## config.mk

```make
export PLATFORM = sky130hd
export DESIGN_NAME = clk_div_monitor
export DESIGN_NICKNAME = d
export VERILOG_FILES = /design/src/rtl/clk_div_monitor.sv
export SDC_FILE = /design/constraint.sdc
export NUM_CORES = 1
export LEC_CHECK = 0
export ABC_AREA = 1
export CAP_MARGIN = 30
export CORE_MARGIN = 2
export CORE_UTILIZATION = 50
export DETAILED_ROUTE_END_ITERATION = 10
export PLACE_DENSITY_LB_ADDON = 0.1
export REMOVE_ABC_BUFFERS = 1
export SYNTH_ARGS = -nofsm -noshare
export SYNTH_HDL_FRONTEND = slang
export SYNTH_SLANG_ARGS = --single-unit
export TNS_END_PERCENT = 10
```

## constraint.sdc

```tcl
create_clock -name clk -period 4.25 [get_ports clk]
set_clock_uncertainty 0.1 [all_clocks]
set_input_delay 0.6375 -clock clk [delete_from_list [all_inputs] [get_ports clk]]
set_output_delay 0.6375 -clock clk [all_outputs]
set_load 0.03 [all_outputs]
```

## src/rtl/clk_div_monitor.sv

```systemverilog
// Measures high/low phase lengths of an asynchronous divided clock in clk cycles,
// checks period and duty cycle against tolerances, and flags a stuck clock.
module clk_div_monitor #(
    parameter int CNT_W   = 16,
    parameter int TOL     = 1,
    parameter int TIMEOUT = 1000
) (
    input  logic             clk,
    input  logic             rst_n,
    input  logic             i_div_clk_in,
    input  logic             i_en,
    input  logic [CNT_W-1:0] i_exp_period,
    output logic [CNT_W-1:0] o_high_time,
    output logic [CNT_W-1:0] o_low_time,
    output logic [CNT_W:0]   o_period,
    output logic             o_meas_valid,
    output logic             o_period_ok,
    output logic             o_duty_ok,
    output logic             o_stuck
);

    typedef enum logic [1:0] {IDLE, WAIT_RISE, MEAS_HIGH, MEAS_LOW} state_t;

    localparam logic [CNT_W-1:0] TO_V  = CNT_W'(TIMEOUT);
    localparam logic [CNT_W-1:0] TOL_D = CNT_W'(TOL);
    localparam logic [CNT_W:0]   TOL_P = (CNT_W+1)'(TOL);

    state_t           r_state, w_state_nxt;
    logic             r_sync1, r_s, r_s_d;
    logic [2:0]       r_prime;
    logic [CNT_W-1:0] r_hi_cnt, r_lo_cnt, r_wait_cnt;
    logic [CNT_W-1:0] w_hi_nxt, w_lo_nxt, w_wait_nxt;
    logic [CNT_W-1:0] w_hi_inc, w_lo_inc, w_wait_inc;
    logic             w_rise, w_fall, w_latch, w_timeout;
    logic [CNT_W:0]   w_sum, w_exp_ext, w_pdiff;
    logic [CNT_W-1:0] w_ddiff;

    function automatic logic [CNT_W-1:0] sat_inc(input logic [CNT_W-1:0] v);
        return (v == '1) ? v : v + 1'b1;
    endfunction

    // Edges are trusted only once s and s_d both hold real samples, so the
    // synchronizer filling after reset can never fake a rise.
    always_ff @(posedge clk or negedge rst_n) begin
        if (!rst_n) begin
            r_sync1 <= 1'b0;
            r_s     <= 1'b0;
            r_s_d   <= 1'b0;
            r_prime <= '0;
        end else begin
            r_sync1 <= i_div_clk_in;
            r_s     <= r_sync1;
            r_s_d   <= r_s;
            r_prime <= {r_prime[1:0], 1'b1};
        end
    end

    assign w_rise     = r_prime[2] & r_s & ~r_s_d;
    assign w_fall     = r_prime[2] & ~r_s & r_s_d;
    assign w_hi_inc   = sat_inc(r_hi_cnt);
    assign w_lo_inc   = sat_inc(r_lo_cnt);
    assign w_wait_inc = sat_inc(r_wait_cnt);

    always_ff @(posedge clk or negedge rst_n) begin
        if (!rst_n) r_state <= IDLE;
        else        r_state <= w_state_nxt;
    end

    always_comb begin
        w_state_nxt = r_state;
        w_hi_nxt    = r_hi_cnt;
        w_lo_nxt    = r_lo_cnt;
        w_wait_nxt  = r_wait_cnt;
        w_latch     = 1'b0;
        w_timeout   = 1'b0;
        if (!i_en) begin
            w_state_nxt = IDLE;
            w_hi_nxt    = '0;
            w_lo_nxt    = '0;
            w_wait_nxt  = '0;
        end else begin
            case (r_state)
                IDLE: begin
                    w_state_nxt = WAIT_RISE;
                    w_hi_nxt    = '0;
                    w_lo_nxt    = '0;
                    w_wait_nxt  = '0;
                end
                WAIT_RISE: begin
                    if (w_rise) begin
                        w_state_nxt = MEAS_HIGH;
                        w_hi_nxt    = CNT_W'(1);
                        w_wait_nxt  = '0;
                    end else if (w_wait_inc >= TO_V) begin
                        w_timeout  = 1'b1;
                        w_wait_nxt = '0;
                    end else begin
                        w_wait_nxt = w_wait_inc;
                    end
                end
                MEAS_HIGH: begin
                    if (w_fall) begin
                        w_state_nxt = MEAS_LOW;
                        w_lo_nxt    = CNT_W'(1);
                    end else if (w_hi_inc >= TO_V) begin
                        w_timeout   = 1'b1;
                        w_state_nxt = WAIT_RISE;
                        w_hi_nxt    = '0;
                        w_lo_nxt    = '0;
                    end else begin
                        w_hi_nxt = w_hi_inc;
                    end
                end
                MEAS_LOW: begin
                    if (w_rise) begin
                        w_latch     = 1'b1;
                        w_state_nxt = MEAS_HIGH;
                        w_hi_nxt    = CNT_W'(1);
                        w_lo_nxt    = '0;
                    end else if (w_lo_inc >= TO_V) begin
                        w_timeout   = 1'b1;
                        w_state_nxt = WAIT_RISE;
                        w_hi_nxt    = '0;
                        w_lo_nxt    = '0;
                    end else begin
                        w_lo_nxt = w_lo_inc;
                    end
                end
                default: w_state_nxt = IDLE;
            endcase
        end
    end

    assign w_sum     = {1'b0, r_hi_cnt} + {1'b0, r_lo_cnt};
    assign w_exp_ext = {1'b0, i_exp_period};
    assign w_pdiff   = (w_sum >= w_exp_ext) ? w_sum - w_exp_ext : w_exp_ext - w_sum;
    assign w_ddiff   = (r_hi_cnt >= r_lo_cnt) ? r_hi_cnt - r_lo_cnt : r_lo_cnt - r_hi_cnt;

    always_ff @(posedge clk or negedge rst_n) begin
        if (!rst_n) begin
            r_hi_cnt     <= '0;
            r_lo_cnt     <= '0;
            r_wait_cnt   <= '0;
            o_high_time  <= '0;
            o_low_time   <= '0;
            o_period     <= '0;
            o_meas_valid <= 1'b0;
            o_period_ok  <= 1'b0;
            o_duty_ok    <= 1'b0;
            o_stuck      <= 1'b0;
        end else begin
            r_hi_cnt     <= w_hi_nxt;
            r_lo_cnt     <= w_lo_nxt;
            r_wait_cnt   <= w_wait_nxt;
            o_meas_valid <= w_latch;
            if (w_latch) begin
                o_high_time <= r_hi_cnt;
                o_low_time  <= r_lo_cnt;
                o_period    <= w_sum;
                o_period_ok <= (w_pdiff <= TOL_P);
                o_duty_ok   <= (w_ddiff <= TOL_D);
            end
            if (!i_en || w_latch) o_stuck <= 1'b0;
            else if (w_timeout)   o_stuck <= 1'b1;
        end
    end

endmodule

```

Word-level counts from Yosys, hierarchy flattened
Index checks and enable logic that the tools add are counted.
Word-level totals
  input bits: 20
  output and inout bits: 53
  word-level logic and storage cells: 97
  register bits: 109
Cells by class
  reductions and logical operators: 7
  $lt $le $gt $ge: 7
  add/sub/neg operators: 8
  bitwise gates (word level): 6
  equal/unequal tests: 12
  mux-type cells: 42
Operators with widths (count)
  16-bit 2-to-1 mux: 18
  16-bit one-hot mux with 4 select lines: 1
  16-bit by 1-bit adder with 16-bit output (second input constant): 3
  16-bit == test (second input constant): 3
  16-bit by 10-bit greater-or-equal comparator with 1-bit output (second input constant): 3
  16-bit one-hot mux with 3 select lines: 1
  16-bit one-hot mux with 2 select lines: 1
  16-bit subtractor: 2
  16-bit by 16-bit adder with 17-bit output: 1
  17-bit by 16-bit greater-or-equal comparator with 1-bit output: 1
  17-bit by 1-bit <= comparator with 1-bit output (second input constant): 1
  17-bit 2-to-1 mux: 1
  16-bit by 17-bit subtractor with 17-bit output: 1
  17-bit by 16-bit subtractor with 17-bit output: 1
  16-bit greater-or-equal comparator: 1
  16-bit by 1-bit <= comparator with 1-bit output (second input constant): 1
  1-bit 2-to-1 mux: 12
  2-bit 2-to-1 mux: 6
  4-bit inequality test (second input constant): 2
  2-bit one-hot mux with 4 select lines: 1
  3-bit inequality test (second input constant): 2
  3-bit AND reduction: 2
  1-bit bitwise AND: 4
  2-bit == test (second input constant): 2
  10 further kinds: 11

Logic depth before layout (Yosys ltp)
  depth in word-level cells: 9
  gate-level depth with buffers: 33
  depth with buffers taken out: 31

Worst setup path before layout
OpenSTA, ideal clock, no wires.
  kind: reg2reg
  start: register r_hi_cnt[4]
  end: register o_period_ok
  data arrival time: 3784 ps
  slack: 301 ps
  period minus slack after synthesis: 3949 ps
  cell stages (with the launch flop): 29
  library setup time: 65 ps
  data required time: 4085 ps
  path buffers: 3
  cell sequence: dfrtp_1 -> inv_2 -> ha_1 -> buf_2 -> inv_1 -> a21o_1 -> a21oi_1 -> o21ai_1 -> a21boi_1 -> o21ai_1 -> nand2_1 -> nand3_1 -> nand2_1 -> inv_1 -> ha_1 -> buf_2 -> nand2_1 -> nor2_1 -> nand2_1 -> o21ai_2 -> nor2_8 -> buf_4 -> nand3_1 -> nand2_1 -> nor2_1 -> nand2_1 -> nor2_1 -> nand3_1 -> nand2_1
On the way
  cells in the longest elaborated chain, start to end: 4
  elaborated cells between the ends (all ways): 6
  classes of those cells: 3 x add/sub; 2 x order compare; 1 x mux
Ends and longest elaborated chain
  start: declaration: RTL line 31  | logic [CNT_W-1:0] r_hi_cnt, r_lo_cnt, r_wait_cnt;
  start signal: assignment: RTL line 152  | r_hi_cnt <= w_hi_nxt;
  16-bit by 16-bit adder with 17-bit output *: RTL line 134  | assign w_sum = {1'b0, r_hi_cnt} + {1'b0, r_lo_cnt};
  via w_sum[13]: RTL line 35  | logic [CNT_W:0] w_sum, w_exp_ext, w_pdiff;
  16-bit by 17-bit subtractor with 17-bit output, or another cell as far along: RTL line 136  | assign w_pdiff = (w_sum >= w_exp_ext) ? w_sum - w_exp_ext : w_exp_ext - w_sum;
  17-bit 2-to-1 mux *: RTL line 136
  17-bit by 1-bit <= comparator with 1-bit output *: RTL line 160  | o_period_ok <= (w_pdiff <= TOL_P);
  end signal: assignment: RTL line 160
  end: declaration: RTL line 17  | output logic o_period_ok,
Mark *: on every way through the listed nets, which the timed path passes. The rest lies on a longest branch.
A chain may end at the register's enable or synchronous reset.

Final worst setup path
  start: register r_hi_cnt[5]
  end: register o_period_ok
Same word-level chain as after synthesis.

==> results.cfg <==
[sta]
fin_tns_setup_ns = 0
fin_crit_ns = 3.89
fmax_ghz = 0.257
post-route-period-util_pct = 91.6
worst_pin_slew_ns = 0.642
fin_hold_ws_ns = 0.190
setup_viol = 0
max-slew-margin-rel_pct = 57.2
slew_violations = 0
hold_viol_final = 0
worst_slack_ns = 0.359

[worst_setup_path]
critPathSlowestCell = ha_1
rr_startpoint = r_hi_cnt[5]
arrival_ns = 4.10
critPathMaxFanout = 8
cp-start-kind = flip-flop
path_delay_family = simple AND/OR/NAND/NOR gates
path_class = flip-flop to flip-flop
endpoint_kind = flip-flop
crit_buf_inv = 7
cpPeakStageDelay_ns = 0.39
r2r_cells = 28
cpMostUsedCell = nand2_1
regToRegSetupSlack_ns = 0.36
worst_r2r_endpoint = o_period_ok
critical_path_required_ns = 4.45

[synth]
yosysMostFrequentCell = nand2_1
netlist_instances = 1536
yosysTopAreaCellShare_pct = 26.5
ys_seq_area_share_pct = 26.5
synth-main-ff-cell = dfrtp_1
synthArstFlopShare_pct = 100
syn_area_per_cell_sq_um = 6.70
ys_ff_latch = 109
synth-edff-count = 0
yosys.cell_types.count = 52
yosysWarnings = 0
syn-cell-area_sq_um = 10300
synth_largest_area_cell = dfrtp_1
synth.area.top_cells = dfrtp_1 (27%), nand2_1 (17%), ha_1 (10%)
yosys-top-cells-count = nand2_1 (479), inv_1 (196), dfrtp_1 (109)

[place]
dp_hpwl_um = 24600
place_ws_ns = 0.0834
gp_congestion = 0.996
dpl-instance-area_sq_um = 11500
port_buffers = 72

[routing]
wl_per_cell_um = 16.0
drc_errors = 0
vias_per_cell = 5.26
drt-initial-drc-count = 761
drt-total-wl_um = 30400
first_pass_iters = 5
postRouteAntennaNets = 0
vias = 10000

[grt]
grt_usage_pct = 28.3
grt_pass1_wl_um = 49200
antenna_found_initial = 0
grt_overflow = 0
grt_max_degree = 64
first_global_vias = 9666

[layout]
drive_gt1_share_pct = 10.8
area_growth_pct = 16.1
final_cell_area_sq_um = 11900
antenna-diode-count = 0
nNetsFinal = 1736

[clock_network]
cts_tree = done
clockBufferDepth = 2
ctsRootBufferMaster = clkbuf_16
insertion_delay_ns = 0.37
ctsHoldBuffers = 0
cts_buffers = 9
htree_levels = 3
cts.clk_slew.worst_paths_ns = 0.08
clock-sinks = 109

[floorplanning]
ios = 73
initial_utilization_pct = 50.9
rows = 52
die_area_sq_um = 21700
fp.dieH_um = 147
design.core.area_sq_um = 20200
die_width_um = 147

[run_status]
status = complete, no violations

[power_and_ir_drop]
ir_worst_vdd_uv = 203
power_density_nw_per_um2 = 307
p_leak_nw = 6.22
finalPower_mw = 3.66

[run]
cap_violations = 0

[worst_hold_path]
hold_path_class = input pin to async pin
[metrics by stage]
stage	instances	util (%)
floorplan	1494	-
global placement	1885	56.7
detailed placement	1885	56.7
CTS	1900	58.2
global route	1903	59.0
finish	1903	59.0
[worst register-to-register path: cells and delay by family (launching register included)]
| family | cells | cell delay, ns |
|---|---|---|
| DFF | 1 | 0.36 |
| AOI/OAI and AO/OA | 3 | 0.56 |
| adders and majority gates | 2 | 0.73 |
| and+or+nand+nor | 15 | 1.33 |
| xor gates and xnor gates | 1 | 0.12 |
| buffers and inverters | 7 | 0.63 |
[final cells by class]
| type | instances | area (sq um) |
|---|---|---|
| Multi-Input combinational cell | 1174 | 6650 |
| Fill cell | 1961 | 8290 |
| Sequential cell | 109 | 2730 |
| Clock buffer | 9 | 225 |
| Inverter | 211 | 797 |
| Clock inverter | 6 | 71.3 |
| Tap cell | 270 | 338 |
| Timing Repair Buffer | 124 | 1130 |
[kinds of logic after synthesis]
group / Yosys count / synth area share [%]
and+or+nand+nor: 798 / 35.1
buffers and inverters: 253 / 10.3
AOI/OAI and AO/OA: 225 / 11.8
DFF: 109 / 26.5
adders and majority gates: 87 / 10.9
xor gates and xnor gates: 62 / 5.28
other: 1 / 0.0364
muxes: 1 / 0.109
[what timing repair did]
item	4_1_cts	5_1_grt
hold endpoints to repair	0	0
setup buffers	0	3
gates resized for setup	0	32
endpoints found under the setup margin	0	1
[layer usage]
metal,track usage (%),part of all wire (%),up-vias
met5,0,0,-
met4,8.65,2.8,0
met3,3.24,3.8,54
met2,50.3,50,264
met1,36.3,44,4628
li1,-,-,5067
[sequential cells by signal (all words and copies together), names as in the netlist]
signal and cells:
o_low_time 16, r_prime 3, r_s 1, o_period_ok 1, r_wait_cnt 16, r_hi_cnt 16
o_high_time 16, o_period 17, r_s_d 1, o_duty_ok 1, r_lo_cnt 16, o_meas_valid 1
r_state 2, r_sync1 1, o_stuck 1
[report_power, final]
part	leakage, nW	total (mW)	switching [mW]	internal [mW]
clock	0.144	0.890	0.429	0.462
sequential	1.41	1.30	0.0986	1.20
combinational	4.66	1.47	0.913	0.557
total	6.22	3.66	1.44	2.22
[layout by cell type (no fill, tap or decap), drive strengths merged, types with 2 or more instances in the layout]
master,netlist,routed
fa,5,5
inv,209,211
clkinv,2,4
nand2,499,499
xnor2,7,7
ha,82,82
a211oi,2,2
clkbuf,14,9
o31ai,2,2
nand4,24,24
o21a,2,2
dfrtp,109,109
o21bai,6,6
nor2,123,123
clkdlybuf4s50,0,71
a21oi,83,83
xor2,55,55
nand3b,5,5
nor4,3,3
a31o,2,2
a21o,5,5
o211ai,4,4
buf,28,53
o21ai,116,116
nand3,114,114
nor3,24,24
or2,3,3
[worst max-delay path by stage]
stage	end	slack (ns)	from	depth (start not counted)
final	o_period_ok	0.36	r_hi_cnt[5]	28
after global routing	o_period_ok	-0.05	r_lo_cnt[2]	27
after CTS	o_period_ok	0.05	r_lo_cnt[2]	27
after detailed placement	o_period_ok	0.08	r_hi_cnt[2]	28
after global placement	o_period_ok	0.19	r_hi_cnt[2]	28
after floorplan	o_period_ok	0.25	r_hi_cnt[2]	28
(Power assumes the default switching activity.)
